## config.mk

```make
export PLATFORM = sky130hd
export DESIGN_NAME = edge_event_arbiter
export DESIGN_NICKNAME = d
export VERILOG_FILES = /design/src/rtl/edge_event_arbiter.sv
export SDC_FILE = /design/constraint.sdc
export NUM_CORES = 1
export LEC_CHECK = 0
export CELL_PAD_IN_SITES_DETAIL_PLACEMENT = 0
export CELL_PAD_IN_SITES_GLOBAL_PLACEMENT = 1
export CORE_MARGIN = 5
export CORE_UTILIZATION = 34
export CTS_CLUSTER_SIZE = 8
export DETAILED_ROUTE_END_ITERATION = 10
export PLACE_DENSITY = 0.81
export REMOVE_ABC_BUFFERS = 1
export SYNTH_ARGS = -nofsm -noshare
export SYNTH_HDL_FRONTEND = slang
export SYNTH_SLANG_ARGS = --single-unit
```

## constraint.sdc

```tcl
create_clock -name clk -period 3.6 [get_ports clk]
set_clock_uncertainty 0.05 [all_clocks]
set_input_delay 0.72 -clock clk [delete_from_list [all_inputs] [get_ports clk]]
set_output_delay 0.72 -clock clk [all_outputs]
set_load 0.02 [all_outputs]
```

## src/rtl/edge_event_arbiter.sv

```systemverilog
// Edge-capture arbiter: detects per-channel rising/falling edges, queues them as pending
// flags and offers them one at a time, round-robin, over a valid/ready handshake.
module edge_event_arbiter #(
  parameter int CH    = 4,
  parameter int IDX_W = 2
) (
  input  logic             clk,
  input  logic             n_rst,
  input  logic [CH-1:0]    sig_in,
  input  logic [CH-1:0]    edge_sel,
  input  logic [CH-1:0]    enable,
  output logic             ev_valid,
  input  logic             ev_ready,
  output logic [IDX_W-1:0] ev_ch,
  output logic [CH-1:0]    ovf,
  input  logic             ovf_clr,
  output logic [CH-1:0]    pending
);

  typedef enum logic {IDLE, OFFER} state_t;

  state_t           state, state_n;
  logic [CH-1:0]    delay_q;
  logic [CH-1:0]    strobe, capture, clr_vec, pending_n, ovf_set;
  logic [IDX_W-1:0] last_grant, last_grant_n, ev_ch_n, rr_pick, rr_idx;
  logic             rr_found, handshake;

  assign strobe    = (edge_sel & sig_in & ~delay_q) | (~edge_sel & ~sig_in & delay_q);
  assign capture   = strobe & enable;
  assign ev_valid  = (state == OFFER);
  assign handshake = ev_valid & ev_ready;

  // A fresh edge on the channel being retired re-arms it instead of counting as overflow.
  always_comb begin
    clr_vec = '0;
    if (handshake) clr_vec[ev_ch] = 1'b1;
  end

  assign pending_n = (pending & ~clr_vec) | capture;
  assign ovf_set   = capture & pending & ~clr_vec;

  always_comb begin
    rr_pick  = '0;
    rr_found = 1'b0;
    rr_idx   = '0;
    for (int k = 1; k <= CH; k++) begin
      rr_idx = IDX_W'((int'(last_grant) + k) % CH);
      if (!rr_found && pending[rr_idx]) begin
        rr_found = 1'b1;
        rr_pick  = rr_idx;
      end
    end
  end

  always_comb begin
    state_n      = state;
    ev_ch_n      = ev_ch;
    last_grant_n = last_grant;
    case (state)
      IDLE: begin
        if (rr_found) begin
          state_n = OFFER;
          ev_ch_n = rr_pick;
        end
      end
      OFFER: begin
        if (ev_ready) begin
          state_n      = IDLE;
          last_grant_n = ev_ch;
        end
      end
      default: state_n = IDLE;
    endcase
  end

  always_ff @(posedge clk or negedge n_rst) begin
    if (!n_rst) begin
      state      <= IDLE;
      ev_ch      <= '0;
      last_grant <= IDX_W'(CH - 1);
    end else begin
      state      <= state_n;
      ev_ch      <= ev_ch_n;
      last_grant <= last_grant_n;
    end
  end

  always_ff @(posedge clk or negedge n_rst) begin
    if (!n_rst) begin
      delay_q <= '0;
      pending <= '0;
      ovf     <= '0;
    end else begin
      delay_q <= sig_in;
      pending <= pending_n;
      ovf     <= (ovf_clr ? '0 : ovf) | ovf_set;
    end
  end

endmodule

```

==> run metrics <==
Layout area overhead 42.2%; status finished, final reports clean; crit path kind flip-flop to primary output; FF+latch count, synth 17; CP Data Required Time 2.83 ns; cell chain of the critical path clkdlybuf4s50_1; Yosys top cell area share 49.8%; Worst-Margin Slew 0.722 ns; Core Util, Final 49.4%; Pre-antenna DRT Iters 2; Post-synth ARST share 100%; biggest area consumer among synthesized cells dfrtp_1; Critical Path End Type primary output; Synth Instances 76; deepest clock path buffer count 2; Synth Area in XOR/XNOR 0%; first-pass GRT wire length 2910 um; mux contribution to synthesized area 2.66%; CTS resizes 0; CTS tree yes; Initial Utilization 34.7%; static leakage 0.448 nW; CTS buffer count 3; Core ar. 2170 um^2; die width 57.1 um; cell area after synthesis 753 um^2; fillers 223; Reg clk slew, reported paths 0.10 ns; pre-CTS setup slack 1.65 ns; Total GRT Usage 11.2%; Synth Area in Compound Gates 18.6%; max-cap violations 0; Crit. Startpoint pending[3]; clk root buf clkbuf_4; CP max FO 8; FF/Latch Area 428 um^2; IO buf count 26; RSZ-0062 raised after global routing false; clock sinks 17; DR WL/cell 12.2 um; total wire length 1620 um; Slew HR 51.7%; FF-to-FF Start last_grant[1]; type of origin of the critical path flip-flop; Reg2Reg Depth 4; Final Slew Violations 0; Most used DFF post-synth dfrtp_1; f_max 448 MHz; flop2flop setup slack 2.30 ns; most common cell in the synthesized netlist dfrtp_1; placed wire-length estimate 1260 um; Fin. Hold Viols 0; setup bufs post-CTS 0; area of the multi-input gates 298 um^2; maximum vdd drop 0.295 mV; post-synthesis sequential area ratio 56.8%; Post-CTS Hold Buffers 0; CP max stage delay 0.66 ns; final worst slack 1.37 ns; Synth warnings 0; Post-Syn Area per Cell 9.91 um^2; reg2reg end ev_ch[0]; Worst EP arrival 1.46 ns; slowest CP cell clkdlybuf4s50_1; total grt overflow 0; FP Rows 17; CTS H-tree depth 1; final setup vio count 0; vias in the first global route 683; EDFF count, synth 0; crit path buf inv count 1; CP top delay family buffers and inverters; pin count of the biggest net entering global routing 18; Final ANT Viol Nets 0; largest family of logic cells by synthesized area compound AO/OA/AOI/OAI gates; final net count 122; Vias per Instance 4.87; Post-synth top cells dfrtp_1, nand2_1, nor2_1; I/O Pins 27; worst setup path end pending[3]; Area contributors post-synth dfrtp_1, dfstp_2, nand2_1, o21ai_0, nor3b_1; PwrDens 693 nW/um^2; Hold Slack 0.449 ns; antenna cells 0; Die Height 57.1 um; Final min period 2.23 ns; Initial DRC Count 6; DRC errors left 0; Distinct cells, synth 23; initial antenna violation count 0; vias 648; layout cells sized above 1 8.57%; setup TNS 0 ns; Tightest Hold Check Type flip-flop to flip-flop; WHS Path Cells 2; period utilisation layout 62.0%; RePlAce Congestion 0.756; CP Depth 1; clk_lat worst skew 0.29 ns; DIE AREA 3260 um^2; Adder-Cell Fraction of Synth Area 0%; Post-Synth Simple-Gate Area 18.3%
==> flip-flops by register name, summed over array words and instances (netlist names) <==
signal,cells
delay_q,4
ev_ch,2
ev_valid,1
last_grant,2
ovf,4
pending,4
==> through the flow <==
step / cell area (um^2) / total power [W] / instances
after floorplan: 748 / 0.000499 / 75
after global placement: 1040 / 0.000646 / 129
after detailed placement: 1040 / 0.000650 / 129
after CTS: 1070 / 0.000752 / 133
after global routing: 1070 / 0.000795 / 133
final: 1070 / 0.000742 / 133
==> cells by family (layout without fill, tap and decap cells) <==
kind of cell	count (synthesis)	count (layout)
simple gates	29	29
compound gates	21	21
flops	17	17
buf+inv	7	36
mux	2	2
==> layer usage <==
| metal | vias to the layer above | track usage [%] | wire [um] |
|---|---|---|---|
| met5 | - | 0 | 0 |
| met4 | 0 | 4.97 | 0 |
| met3 | 0 | 2.71 | 122 |
| met2 | 23 | 17.0 | 713 |
| met1 | 301 | 15.2 | 786 |
| li1 | 324 | - | - |
==> placed cells by master (no fill, tap or decap), drive strengths merged <==
cell	count
o21ai	9
nand2	14
nor3b	4
nand2b	1
inv	6
o211ai	1
nor2	7
clkbuf	3
o22ai	4
mux2i	2
o32a	1
o21a	1
clkinv	1
o31ai	1
nand3	2
dfrtp	15
a21oi	1
dfstp	2
nor4	1
clkdlybuf4s50	26
a2bb2oi	1
a21boi	1
o41ai	1
==> report_power, final <==
| group | total, W | switching [W] | internal [W] |
|---|---|---|---|
| Clock | 0.0000998 | 0.0000586 | 0.0000413 |
| Combinational | 0.000299 | 0.000141 | 0.000158 |
| Sequential | 0.000343 | 0.0000896 | 0.000253 |
==> how the worst min path moves through the flow <==
stage	startpoint	to	slack [ns]
floorplan	n_rst	delay_q[0]	0.37
global placement	last_grant[0]	last_grant[0]	0.43
detailed placement	last_grant[0]	last_grant[0]	0.44
CTS	last_grant[0]	last_grant[0]	0.45
global route	last_grant[1]	last_grant[1]	0.49
finish	last_grant[0]	last_grant[0]	0.45
==> layout make-up <==
cell class	count	area share, %
clock buffer	3	2.10
clock inverter	1	0.467
inverter	6	2.10
multi-input combinational	52	27.8
sequential	17	40.0
tap	28	3.27
timing repair buffer	26	24.3
(Power assumes the default switching activity.)
